<file path="src/rtl/pwm_demod_pkg.sv">
// pwm_demod_pkg: shared FSM states, threshold-count helper and default thresholds for the PWM demodulator
package pwm_demod_pkg;
  typedef enum logic [1:0] {IDLE, HIGH, LOW} state_t;
  function automatic int nthr(input int sym_w);
    return (1 << sym_w) - 1;
  endfunction
  localparam int THR_BIN0 = 7;
  localparam logic [23:0] THR_QUAD = {8'd12, 8'd8, 8'd4};
endpackage

</file>
<file path="src/rtl/sync_deglitch.sv">
// sync_deglitch: synchronises an async line and accepts a new level only after it persists GLITCH cycles
// ports: clk, reset (async, active high), in_data (async line), lvl (stable filtered level)
module sync_deglitch #(
  parameter int SYNC_STAGES = 2,
  parameter int GLITCH = 2
) (
  input  logic clk,
  input  logic reset,
  input  logic in_data,
  output logic lvl
);
  localparam int GW = $clog2(GLITCH + 1);
  logic [SYNC_STAGES-1:0] sync;
  logic [GW-1:0] run;
  always_ff @(posedge clk or posedge reset) begin
    if (reset) begin
      sync <= '0;
      run <= '0;
      lvl <= 1'b0;
    end else begin
      sync <= {sync[SYNC_STAGES-2:0], in_data};
      if (sync[SYNC_STAGES-1] != lvl) begin
        // the run counts cycles the synced input has disagreed; the GLITCH-th one flips lvl
        if (run == GW'(GLITCH - 1)) begin
          lvl <= ~lvl;
          run <= '0;
        end else begin
          run <= run + GW'(1);
        end
      end else begin
        run <= '0;
      end
    end
  end
endmodule

</file>
<file path="src/rtl/pwm_symbol_demod.sv">
// pwm_symbol_demod: measures filtered high time of a PWM line and maps it to one of 2**SYM_W symbols
// ports: clk, reset (async, active high), enable (0 forces IDLE), in_data (async PWM line),
//        thr_bus (NTHR ascending CNT_W-bit thresholds), out_data (last good symbol),
//        out_valid (strobe per pulse), out_err (malformed pulse), link_idle (line low >= IDLE_TO)
module pwm_symbol_demod
  import pwm_demod_pkg::*;
#(
  parameter int CNT_W = 8,
  parameter int SYM_W = 2,
  parameter int SYNC_STAGES = 2,
  parameter int GLITCH = 2,
  parameter int MIN_W = 2,
  parameter int IDLE_TO = 200
) (
  input  logic                          clk,
  input  logic                          reset,
  input  logic                          enable,
  input  logic                          in_data,
  input  logic [nthr(SYM_W)*CNT_W-1:0]  thr_bus,
  output logic [SYM_W-1:0]              out_data,
  output logic                          out_valid,
  output logic                          out_err,
  output logic                          link_idle
);
  localparam int NTHR = nthr(SYM_W);
  localparam logic [CNT_W-1:0] W_MAX = '1;
  localparam logic [15:0] LOW_MAX = 16'(IDLE_TO);
  state_t state, state_n;
  logic [CNT_W-1:0] w, w_n;
  logic [15:0] low_cnt, low_n;
  logic lvl, lvl_q, rise, dec, bad;
  logic [SYM_W-1:0] sym;
  sync_deglitch #(.SYNC_STAGES(SYNC_STAGES), .GLITCH(GLITCH)) u_sync (
    .clk(clk),
    .reset(reset),
    .in_data(in_data),
    .lvl(lvl)
  );
  // a rise must be a true lvl edge, so re-enabling mid-pulse cannot start a partial pulse
  assign rise = lvl & ~lvl_q;
  assign bad = (w < CNT_W'(MIN_W)) | (w == W_MAX);
  assign link_idle = (state == LOW) && (low_cnt >= LOW_MAX);
  always_comb begin
    sym = '0;
    for (int i = 0; i < NTHR; i++) sym = sym + SYM_W'(w > thr_bus[i*CNT_W +: CNT_W]);
  end
  always_comb begin
    state_n = state;
    w_n = w;
    low_n = low_cnt;
    dec = 1'b0;
    if (!enable) begin
      state_n = IDLE;
      w_n = '0;
      low_n = '0;
    end else begin
      case (state)
        IDLE: if (rise) begin
          state_n = HIGH;
          w_n = CNT_W'(1);
        end
        HIGH: if (lvl) begin
          w_n = (w == W_MAX) ? w : w + CNT_W'(1);
        end else begin
          // the fall cycle is the first low cycle of the gap
          dec = 1'b1;
          state_n = LOW;
          low_n = 16'd1;
        end
        LOW: if (rise) begin
          state_n = HIGH;
          w_n = CNT_W'(1);
        end else begin
          low_n = (low_cnt >= LOW_MAX) ? low_cnt : low_cnt + 16'd1;
        end
        default: state_n = IDLE;
      endcase
    end
  end
  always_ff @(posedge clk or posedge reset) begin
    if (reset) begin
      state <= IDLE;
      w <= '0;
      low_cnt <= '0;
      lvl_q <= 1'b0;
      out_data <= '0;
      out_valid <= 1'b0;
      out_err <= 1'b0;
    end else begin
      state <= state_n;
      w <= w_n;
      low_cnt <= low_n;
      lvl_q <= lvl;
      out_valid <= dec;
      out_err <= dec & bad;
      if (dec && !bad) out_data <= sym;
    end
  end
endmodule

</file>
<file path="config.mk">
export PLATFORM = sky130hd
export DESIGN_NAME = pwm_symbol_demod
export DESIGN_NICKNAME = d
export VERILOG_FILES = /design/src/rtl/pwm_demod_pkg.sv /design/src/rtl/sync_deglitch.sv /design/src/rtl/pwm_symbol_demod.sv
export SDC_FILE = /design/constraint.sdc
export NUM_CORES = 1
export LEC_CHECK = 0
export BUFFER_PORTS_ARGS = -buffer_cell sky130_fd_sc_hd__buf_4
export CORE_MARGIN = 2
export CORE_UTILIZATION = 45
export DETAILED_ROUTE_END_ITERATION = 10
export HOLD_SLACK_MARGIN = 0.1
export MAX_ROUTING_LAYER = met4
export PLACE_DENSITY = 0.79
export SLEW_MARGIN = 20
export SYNTH_ARGS = -nofsm -noshare
export SYNTH_HDL_FRONTEND = slang
export SYNTH_SLANG_ARGS = --single-unit
</file>
<file path="constraint.sdc">
create_clock -name clk -period 2.3 [get_ports clk]
set_clock_uncertainty 0.15 [all_clocks]
set_input_delay 0.46 -clock clk [delete_from_list [all_inputs] [get_ports clk]]
set_output_delay 0.46 -clock clk [all_outputs]
set_load 0.05 [all_outputs]
</file>
After elaboration in Yosys (flattened, before gate mapping)
Index checks and enable logic that the tools add are counted.

storage, ports and cells
  bits in registers = 36
  output and inout port bits = 5
  logic and storage cells = 66

cells by class
  $add $sub $neg = 5
  magnitude comparators = 5
  equal/unequal tests = 13
  muxes and demuxes = 19
  bitwise logic cells = 5
  reductions and logical operators = 9

operators by type and width
  kind                                                                number
  2-to-1 mux 16 bit                                                   4
  2-to-1 mux 8 bit                                                    4
  case mux 16 bit (2 select lines)                                    1
  greater-than comparator 8 bit                                       3
  adder 16 x 1 -> 16 bit, second input constant                       1
  greater-or-equal comparator 16 x 8 -> 1 bit, second input constant  1
  case mux 8 bit (2 select lines)                                     1
  != test 3 bit, second input constant                                4
  2-to-1 mux 2 bit                                                    5
  != test 3 x 2 -> 1 bit, second input constant                       3
  adder 8 x 1 -> 8 bit, second input constant                         1
  == test 8 bit, second input constant                                1
  less-than comparator 8 x 2 -> 1 bit, second input constant          1
  AND reduction 4 bit                                                 2
  == test 2 x 1 -> 1 bit, second input constant                       2
  case mux 2 bit (2 select lines)                                     1
  AND reduction 2 bit                                                 2
  2-to-1 mux 1 bit                                                    3
  != test 3 x 1 -> 1 bit, second input constant                       1
  adder 1 x 1 -> 2 bit                                                1
  adder 2 x 1 -> 2 bit                                                1
  adder 2 x 1 -> 2 bit, second input constant                         1
  AND 1 bit                                                           2
  == test 2 bit, second input constant                                1
  7 further kinds                                                     9

Logic depth before layout (Yosys ltp)
Gate-level depths: netlist (run 1).

  depth after elaboration = 5
  depth in mapped cells = 9

Hierarchy
A second synthesis (run 1) with hierarchy kept.

unflattened totals
  cell total of the unflattened synthesis = 249
  area total of the unflattened synthesis = 2336.0 um2

modules (own cells, without submodules)
  module            instances  cells an instance  area each (um2)  sequential area each (um2)
  pwm_symbol_demod  1          238                2158.3           775.7
  sync_deglitch     1          11                 177.7            125.1

Worst setup path after synthesis (run 1)
OpenSTA, ideal clock, no wires.

  path kind = input port to flip-flop
  from = input thr_bus[9]
  to = register out_data[0]
  setup time = 125 ps
  arrival time = 2012 ps
  required time = 2025 ps
  setup slack = 13 ps
  cell stages on the path = 9
  buffers on the path = 0
  cell sequence = inv_1 ha_1 nor2b_1 o21ai_0 nand2b_1 a21oi_1 o31ai_1 fa_1 mux2_2

between the ends
  word-level cells in the longest chain between the ends = 3

RTL lines
  what                           RTL line                RTL
  start: declaration             pwm_symbol_demod.sv:19  input logic [nthr(SYM_W)*CNT_W-1:0] thr_bus,
  greater-than comparator 8 bit  pwm_symbol_demod.sv:45  for (int i = 0; i < NTHR; i++) sym = sym + SYM_W'(w > thr_bus[i*CNT_W +: CNT_W]);
  adder 1 x 1 -> 2 bit           pwm_symbol_demod.sv:45
  adder 2 x 1 -> 2 bit           pwm_symbol_demod.sv:45
  net sym[0]                     pwm_symbol_demod.sv:32  logic [SYM_W-1:0] sym;
  end signal: assignment         pwm_symbol_demod.sv:96  if (dec && !bad) out_data <= sym;
  end: declaration               pwm_symbol_demod.sv:20  output logic [SYM_W-1:0] out_data,

The timed path passes the listed nets, and every way through them passes these cells.
A chain may end at the register's enable or synchronous reset.

Worst setup path after layout (run 1)
  from = register w[5]
  to = register out_data[0]

between the ends
  elaborated cells between the ends (all ways) = 10
  classes of those cells = add/sub: 2; order compare: 4; eq/ne: 1; bitwise: 1; reduce/logical: 2

RTL lines
  what                           RTL line                RTL
  start: declaration             pwm_symbol_demod.sv:29  logic [CNT_W-1:0] w, w_n;
  start signal: assignment       pwm_symbol_demod.sv:91  w <= w_n;
  greater-than comparator 8 bit  pwm_symbol_demod.sv:45
  adder 1 x 1 -> 2 bit           pwm_symbol_demod.sv:45
  adder 2 x 1 -> 2 bit (*)       pwm_symbol_demod.sv:45
  net sym[0]                     pwm_symbol_demod.sv:32

The timed path passes the listed nets; every way through them passes the cells marked *.

==> impl_metrics.yaml, run 1 <==
detailed_routing:
  vias: 2116
  drc: 0
  vias_per_cell: 5.55
  ant_nets: 0
  first_pass_iters: 4
  avgRoutedWirePerCell_um: 14.2
  finalWirelength_um: 5420
  drt_iter0_drc: 54
placement:
  dp_cells: 371
  portBuffers: 32
  post_dp_cell_area_sq_um: 2820
  dp_hpwl_um: 3940
  gp_congestion: 0.872
timing:
  hold_ws_ps: 123
  rsz0062_at_grt: "true"
  setup_ws_ps: -83.3
  tightest_slew_ps: 563
  period_share: 1.04
  slew_violations: 0
  fmax_mhz: 420
  setup_tns_ps: -143
  final_hold_viol_count: 0
  fin_crit_ps: 2380
  setup_viol: 2
  slew_headroom: 0.622
clock_network:
  cts_buffers: 5
  clk_pin_slew_ps: 80
  clk_latency_ps: 290
  cts_tree: "built"
  clock_sinks: 36
  ctsLongestPathBuffers: 2
  htreeDepth: 2
  cts_root_buf: "clkbuf_8"
global_routing:
  first_global_vias: 2037
  grt_remaining_overflow: 0
  antenna_found_initial: 0
  grt_max_degree: 37
  grt_pass1_wl_um: 9110
  grt.total_usage: 0.195
flow_run:
  maxCapViolCount: 0
power_and_ir_drop:
  power.leakage_uw: 0.00153
  p_per_area_nw_per_um2: 587
  max-vdd-ir-drop_mv: 0.646
setup_path:
  cp_top_family: "adder cells"
  worstSetupPathType: "reg2reg"
  crit_buf_inv: 0
  cp_slowest_cell: "fa_1"
  critPathMaxFanout: 4
  end_kind: "register"
  slowest_delay_ps: 460
  path_cells: "ha_1, a21o_1, a21oi_1, nor2b_1, o22ai_1, o31ai_2, fa_1, mux2_2"
  cp_data_required_time_ps: 2330
  start_kind: "register"
  cp.arrival_ps: 2420
synthesis:
  ys_top_cells_by_count: "dfrtp_1, inv_1, ha_1"
  ys.flop_type: "dfrtp_1"
  netlist_instances: 260
  netlist.area_leader.share: 0.373
  synth_area_leader_cell: "dfrtp_1"
  synth.avg_cell_area_sq_um: 9.29
  async_flop_share: 1.00
  synth_fp_nets: 316
  seq_area_frac_synth: 0.373
  yosysWarnings: 0
  synth_cell_types: 48
  synth_seq_cells: 36
  syn-cell-area_sq_um: 2420
  synth.area.top_cells: "dfrtp_1, ha_1, inv_1"
  synth_most_common_cell: "dfrtp_1"
  synth_edf_count: 0
finish:
  syn2layout_area_growth_pct: 23.4
  drive_gt1_frac: 0.260
  seq_area_sq_um: 902
  final_area_sq_um: 2980
  insertedDiodeCount: 0
  final_nets: 366
  multiInputGateArea_sq_um: 1420
  fillers: 477
  final_cell_count_no_fill: 381
  final_util: 0.580
floorplanning:
  die_area_sq_um: 5970
  die_x_um: 77.3
  core_area_sq_um: 5140
  start_util: 0.470
  io_pins: 33
  die_h_um: 77.3
  row_count: 26
status:
  violations: "setup timing"
  status: "complete, but fails checks"
hold_path:
  hp-class: "in2async"
cells in the final DEF (no fill, tap or decap), types with 2 or more instances in the layout:
cell type / synthesis / routed
o21ai_1: 3 / 5
ha_1: 27 / 26
nand2_1: 9 / 9
o21ai_0: 20 / 18
a31oi_1: 6 / 6
nand4_1: 6 / 6
nand2b_1: 7 / 7
nor2_1: 23 / 23
a41oi_1: 2 / 2
a21oi_2: 0 / 4
buf_4: 0 / 47
and3_1: 5 / 5
dfrtp_1: 36 / 35
o31ai_2: 3 / 5
nor3_1: 6 / 6
o31ai_1: 6 / 4
o22ai_1: 2 / 2
inv_1: 29 / 29
nor4_2: 2 / 2
nor2b_1: 7 / 7
a21o_1: 3 / 3
clkbuf_8: 0 / 5
a21oi_1: 14 / 10
nand3_1: 13 / 13
mux2_2: 4 / 4
state kept, by name, summed over array words and instances, names as in the netlist:
name	flops
low_cnt	16
w	8
out_data	2
state	2
u_sync.run	2
u_sync.sync	2
lvl_q	1
out_err	1
out_valid	1
u_sync.lvl	1
final timing paths:
| check | depth (start not counted) | endpoint | slack, ps | from |
|---|---|---|---|---|
| setup / recovery | 8 | out_data[0] | -80 | w[5] |
| min in group clk | 1 | u_sync.sync[0] | 120 | in_data |
| hold / removal | 3 | low_cnt[7] | 120 | reset |
| setup reg to reg | 8 | out_data[0] | -80 | w[5] |
| hold reg to reg | 0 | u_sync.sync[1] | 200 | u_sync.sync[0] |
| max in group asynchronous | 3 | w[1] | 1540 | reset |
timing repair:
| action | 4_1_cts | 5_1_grt |
|---|---|---|
| hold endpoints to repair | 0 | 0 |
| setup endpoints to repair | 2 | 2 |
| hold buffers | 0 | 0 |
| setup buffers | 2 | 0 |
| pin swaps | 3 | 2 |
| gates resized for setup | 7 | 3 |
| cloned | 0 | 0 |
layout make-up:
type,count,share of cell area
Clock buffer,5,0.0231
Clock inverter,3,0.0143
Inverter,29,0.0365
Multi-Input combinational cell,191,0.476
Sequential cell,36,0.303
Tap cell,70,0.0294
Timing Repair Buffer,47,0.118
layer usage:
metal	routed length (um)	vias to the layer above	track usage
li1	-	1044	-
met1	2410	1014	0.240
met2	2720	50	0.322
met3	196	8	0.0412
met4	85	0	0.0625
met5	0	-	-
per-stage QoR:
step	setup WS (ps)	power, uW
4_1_cts	-46.2	1760
3_3_place_gp	-165	1180
2_1_floorplan	13.1	1050
3_5_place_dp	-255	1200
5_1_grt	-168	1860
6_report	-83.3	1750
worst min-delay path, delay by kind of cell:
family / cells / cell delay [ps]
buffers and inverters: 3 / 540
power breakdown:
| part | internal, uW | switching, uW | leakage, uW | total [uW] |
|---|---|---|---|---|
| logic | 193 | 253 | 0.000993 | 446 |
| clock network | 321 | 235 | 0.0000541 | 555 |
| registers | 689 | 61.2 | 0.000486 | 750 |
| total | 1200 | 549 | 0.00153 | 1750 |
logic make-up (layout without fill, tap and decap cells):
group                    after synthesis  in the layout  share of synthesized area
adder cells (fa/ha/maj)               28             28                      0.148
flip-flops                            36             36                      0.373
AND/OR/NAND/NOR                       87             87                      0.192
XOR/XNOR                               1              1                    0.00363
buffers and inverters                 33             84                     0.0554
AO/OA/AOI/OAI                         71             71                      0.210
multiplexers                           4              4                     0.0186
(Power assumes the default switching activity.)
==> run 2: changes to the inputs <==
--- a/config.mk
+++ b/config.mk
@@ -5,14 +5,14 @@
 export SDC_FILE = /design/constraint.sdc
 export NUM_CORES = 1
 export LEC_CHECK = 0
+export ABC_AREA = 1
 export BUFFER_PORTS_ARGS = -buffer_cell sky130_fd_sc_hd__buf_4
-export CORE_MARGIN = 2
+export CORE_MARGIN = 5
 export CORE_UTILIZATION = 45
 export DETAILED_ROUTE_END_ITERATION = 10
 export HOLD_SLACK_MARGIN = 0.1
 export MAX_ROUTING_LAYER = met4
 export PLACE_DENSITY = 0.79
-export SLEW_MARGIN = 20
 export SYNTH_ARGS = -nofsm -noshare
 export SYNTH_HDL_FRONTEND = slang
 export SYNTH_SLANG_ARGS = --single-unit
==> run 2 against run 1 <==
Setup slack improved by 230 ps. Clock power decreased by 20%. Flip-flop and latch count unchanged. Count of clock-buffer cells in the layout unchanged. Utilization decreased by 3.8 points. Die area increased by 18%. The flow now finishes without violations. Sequential power increased by 3%. Fmax increased by 11%. Routed wire length decreased by 3.4%. Critical path depth decreased by 1. Via count increased by 5.5%. Critical path type unchanged.
==> impl_metrics.yaml, run 2 <==
placement:
  post_dp_cell_area_sq_um: 2810
  gp_congestion: 0.914
  portBuffers: 32
  dp_cells: 439
  dp_hpwl_um: 3880
finish:
  final_nets: 432
  multiInputGateArea_sq_um: 1280
  regMostFlops: "low_cnt"
  final_cell_mix: "nand2_1, inv_1, buf_4"
  final_cell_count_no_fill: 449
  largestRegisters: "low_cnt x16, w x8"
  layout_commonest_cell: "nand2_1"
  drive_gt1_frac: 0.172
  fillers: 524
  final_area_sq_um: 2930
  syn2layout_area_growth_pct: 19.1
  final_util: 0.542
  seq_area_sq_um: 905
  insertedDiodeCount: 0
  largest_reg_flops: 16
timing:
  fin_crit_ps: 2150
  fmax_mhz: 465
  slew_violations: 0
  hold_ws_ps: 120
  rsz0062_at_grt: "false"
  setup_viol: 0
  setup_tns_ps: 0
  tightest_slew_ps: 450
  slew_headroom: 0.700
  final_hold_viol_count: 0
  period_share: 0.936
setup_path:
  r2r-start: "w[5]"
  cp_slowest_cell: "fa_1"
  worstSetupPathType: "reg2reg"
  startpoint: "w[5]"
  end_kind: "register"
  crit_buf_inv: 1
  path_cells: "ha_1, nand4_1, nor3_1, a21oi_2, fa_1, inv_1, o21ai_0"
  cp.arrival_ps: 2210
  cp_data_required_time_ps: 2360
  slowest_delay_ps: 510
  start_kind: "register"
  cp_top_family: "adder cells"
  critPathMaxFanout: 4
synthesis:
  syn-cell-area_sq_um: 2460
  synth_edf_count: 0
  synthAdderAreaFrac: 0.145
  netlist_instances: 332
  muxShareOfSynthArea: 0
  synth_most_common_cell: "nand2_1"
  synth_seq_cells: 36
  synth_compound_area_frac: 0.115
  synth_cell_types: 25
  synth.area.top_cells: "dfrtp_1, ha_1, nand2_1"
  ys_top_cells_by_count: "nand2_1, inv_1, dfrtp_1"
  synthXorXnorAreaFrac: 0.00356
  yosysWarnings: 0
  synth-simple-area-share: 0.252
  seq_area_frac_synth: 0.366
  netlist.area_leader.share: 0.366
  async_flop_share: 1.00
  synth_area_leader_cell: "dfrtp_1"
  ys.flop_type: "dfrtp_1"
  synth_top_family_by_area: "simple AND/OR/NAND/NOR gates"
  synth_fp_nets: 388
  synth.avg_cell_area_sq_um: 7.42
global_routing:
  grt_remaining_overflow: 0
  grt.total_usage: 0.161
  first_global_vias: 2121
  grt_max_degree: 37
  grt_pass1_wl_um: 9200
  antenna_found_initial: 0
clock_network:
  ctsLongestPathBuffers: 2
  cts_root_buf: "clkbuf_8"
  clock_sinks: 36
  clk_latency_ps: 290
  htreeDepth: 2
  clk_pin_slew_ps: 70
  cts_tree: "built"
  cts_buffers: 5
detailed_routing:
  ant_nets: 0
  drc: 0
  finalWirelength_um: 5230
  vias: 2232
  first_pass_iters: 5
  avgRoutedWirePerCell_um: 11.7
  drt_iter0_drc: 122
  vias_per_cell: 4.97
floorplanning:
  start_util: 0.456
  io_pins: 33
  row_count: 27
  core_area_sq_um: 5410
  die_h_um: 84.0
  die_area_sq_um: 7050
  die_x_um: 84.0
power_and_ir_drop:
  max-vdd-ir-drop_mv: 0.394
  p_per_area_nw_per_um2: 577
  power.leakage_uw: 0.00156
status:
  status: "complete, no violations"
hold_path:
  hp-class: "in2async"
flow_run:
  maxCapViolCount: 0
-- run 2: changes by cell type after synthesis, sizes merged, moves of 6 or more --
cell,before,now
inv,29,69
o31ai,9,0
nand3,14,20
a31oi,6,0
nor2b,7,0
nand2b,7,0
nand2,9,74
-- run 2: metrics by stage --
step / power [uW] / worst slack (ps)
after global routing: 1830 / 4.96
after CTS: 1700 / 60.8
after detailed placement: 1260 / 42.0
after floorplan: 1130 / 254
final: 1690 / 148
after global placement: 1240 / 93.0
-- run 2: final cells by class --
type / instances / area share
Timing Repair Buffer: 41 / 0.105
Inverter: 69 / 0.0883
Clock inverter: 3 / 0.00640
Clock buffer: 5 / 0.0235
Sequential cell: 36 / 0.309
Multi-Input combinational cell: 223 / 0.437
Tap cell: 72 / 0.0307
-- run 2: tightest hold or removal path: stages --
cell and delay, ps:
buf_4 110, inv_1 40, buf_4 390
-- run 2: repair_timing --
| item | CTS | global route |
|---|---|---|
| hold buffers | 0 | 0 |
| endpoints found under the setup margin | 0 | 1 |
| buffers inserted | 0 | 2 |
| resized for setup | 0 | 7 |
-- run 2: metal layers --
metal	wire, um	track usage	vias up
li1	-	-	1145
met1	2340	0.194	1017
met2	2560	0.273	64
met3	283	0.0385	6
met4	43	0.0380	0
met5	0	-	-
-- run 2: kinds of logic after synthesis --
kind of cell | Yosys count
AOI/OAI and AO/OA | 51
xor gates and xnor gates | 1
adders and majority gates | 28
buffers and inverters | 73
DFF | 36
and+or+nand+nor | 143
-- run 2: path summary, 6_finish.rpt --
| path | end | slack [ps] | depth (start not counted) |
|---|---|---|---|
| max in group asynchronous | w[3] | 1530 | 3 |
| min reg2reg | u_sync.sync[1] | 200 | 0 |
| max | out_data[0] | 150 | 7 |
| min in group clk | u_sync.sync[0] | 120 | 1 |
| min | out_err | 120 | 3 |
| max reg2reg | out_data[0] | 150 | 7 |
-- run 2: power by group --
part | internal (uW) | leakage [uW] | switching [uW]
registers | 695 | 0.000481 | 74.1
clock network | 211 | 0.0000479 | 235
logic | 170 | 0.00104 | 307
total | 1080 | 0.00156 | 616
==> run 3: changes to the inputs <==
--- a/config.mk
+++ b/config.mk
@@ -7,6 +7,7 @@
 export LEC_CHECK = 0
 export ABC_AREA = 1
 export BUFFER_PORTS_ARGS = -buffer_cell sky130_fd_sc_hd__buf_4
+export CORE_ASPECT_RATIO = 0.5
 export CORE_MARGIN = 5
 export CORE_UTILIZATION = 45
 export DETAILED_ROUTE_END_ITERATION = 10
==> run 3 against run 2 <==
Worst hold slack hardly changed. Count of clock-buffer cells in the layout is 1 higher. Combinational power is 0.8% higher. Largest power group unchanged. Non-clock buffer count is 1 lower. Die area is 1.3% higher. Power is 1.6% lower. Flip-flop and latch count stayed put.
==> impl_metrics.yaml, run 3 (synthesized netlist as in run 2, its figures left out) <==
status:
  status: "complete, no violations"
setup_path:
  startpoint: "w[7]"
  end_kind: "register"
  cp.arrival_ps: 2230
  cp_slowest_cell: "fa_1"
  slowest_delay_ps: 540
  cp_top_family: "adder cells"
  worstSetupPathType: "reg2reg"
  critPathMaxFanout: 4
  path_cells: "ha_1, nand2_1, inv_1, nand3_1, nor3_2, a21oi_2, fa_1, inv_1, o21ai_0"
  r2r-start: "w[7]"
  crit_buf_inv: 2
  start_kind: "register"
  cp_common_cell: "inv_1"
  cp_data_required_time_ps: 2360
timing:
  period_share: 0.943
  slew_violations: 0
  setup_tns_ps: 0
  fin_crit_ps: 2170
  rsz0062_at_grt: "false"
  setup_viol: 0
  slew_headroom: 0.700
  tightest_slew_ps: 451
  fmax_mhz: 461
  final_hold_viol_count: 0
floorplanning:
  die_area_sq_um: 7140
  row_count: 19
  core_area_sq_um: 5400
  start_util: 0.456
  die_x_um: 115
  die_h_um: 62.3
  io_pins: 33
detailed_routing:
  ant_nets: 0
  drc: 0
  vias: 2197
  vias_per_cell: 4.90
  finalWirelength_um: 5120
  first_pass_iters: 4
  avgRoutedWirePerCell_um: 11.4
  drt_iter0_drc: 140
placement:
  portBuffers: 32
  dp_hpwl_um: 3910
  gp_congestion: 0.901
finish:
  final_nets: 431
  syn2layout_area_growth_pct: 18.1
  largestRegisters: "low_cnt x16, w x8"
  regMostFlops: "low_cnt"
  largest_reg_flops: 16
  drive_gt1_frac: 0.155
  final_cell_mix: "nand2_1, inv_1, buf_4"
  insertedDiodeCount: 0
  layout_commonest_cell: "nand2_1"
clock_network:
  clk_pin_slew_ps: 70
  ctsLongestPathBuffers: 2
  htreeDepth: 2
  clk_latency_ps: 290
  clock_sinks: 36
  cts_root_buf: "clkbuf_8"
  cts_tree: "built"
  cts_buffers: 5
hold_path:
  hp-class: "in2async"
power_and_ir_drop:
  p_per_area_nw_per_um2: 572
  max-vdd-ir-drop_mv: 0.254
  power_uw: 1660
  power.leakage_uw: 0.00156
global_routing:
  first_global_vias: 2158
  grt.total_usage: 0.155
  grt_max_degree: 37
  grt_pass1_wl_um: 8870
  grt_remaining_overflow: 0
  antenna_found_initial: 0
flow_run:
  maxCapViolCount: 0
==> run 3: layout make-up <==
type	instances	area (sq um)
inverters	69	259
flip-flops and latches	36	902
fillers	516	2490
repair buffers	40	300
multi-input cells	223	1280
clock buffers	6	72.6
clock inverters	1	5.00
well taps	73	91.3
==> run 3: per-stage QoR <==
step,utilization,instance area [sq um],hold slack (ps),std cells,setup slack (ps)
CTS,0.537,2900,121,448,123
global route,0.539,2910,119,448,22.1
finish,0.539,2910,120,448,131
detailed placement,0.523,2820,186,441,35.3
floorplan,-,2460,181,332,254
global placement,0.523,2820,188,441,57.3
==> run 3: repair_timing <==
action / in CTS / in global routing
buffers inserted: 0 / 0
hold buffers: 0 / 0
resized for setup: 0 / 3
setup endpoints to repair: 0 / 1
==> run 3: path summary, 6_finish.rpt <==
kind | endpoint | slack (ps) | depth (start not counted)
worst max-delay path | out_data[0] | 130 | 9
worst min-delay path | low_cnt[13] | 120 | 3
worst max register to register | out_data[0] | 130 | 9
worst min register to register | u_sync.sync[1] | 200 | 0
max in group asynchronous | w[6] | 1540 | 3
min in group clk | u_sync.sync[0] | 130 | 1
==> run 3: metal layers <==
metal / GRT usage / vias to the layer above / share of wire
met1: 0.179 / 1001 / 0.46
met2: 0.272 / 41 / 0.48
met3: 0.0310 / 9 / 0.044
met5: - / - / 0
li1: - / 1146 / -
met4: 0.0489 / 0 / 0.015
==> run 3: worst register-to-register path, delay by kind of cell (launching register included) <==
kind,cells,cell delay (ps)
compound gates,2,220
fa+ha+maj,2,860
buf+inv,2,100
flops,1,440
simple gates,3,320
==> run 3: power by group <==
group | total, uW | internal, uW | switching, uW | leakage [uW]
Clock | 414 | 206 | 208 | 0.0000410
Combinational | 481 | 170 | 311 | 0.00103
Sequential | 770 | 695 | 74.3 | 0.000485
Total | 1660 | 1070 | 594 | 0.00156
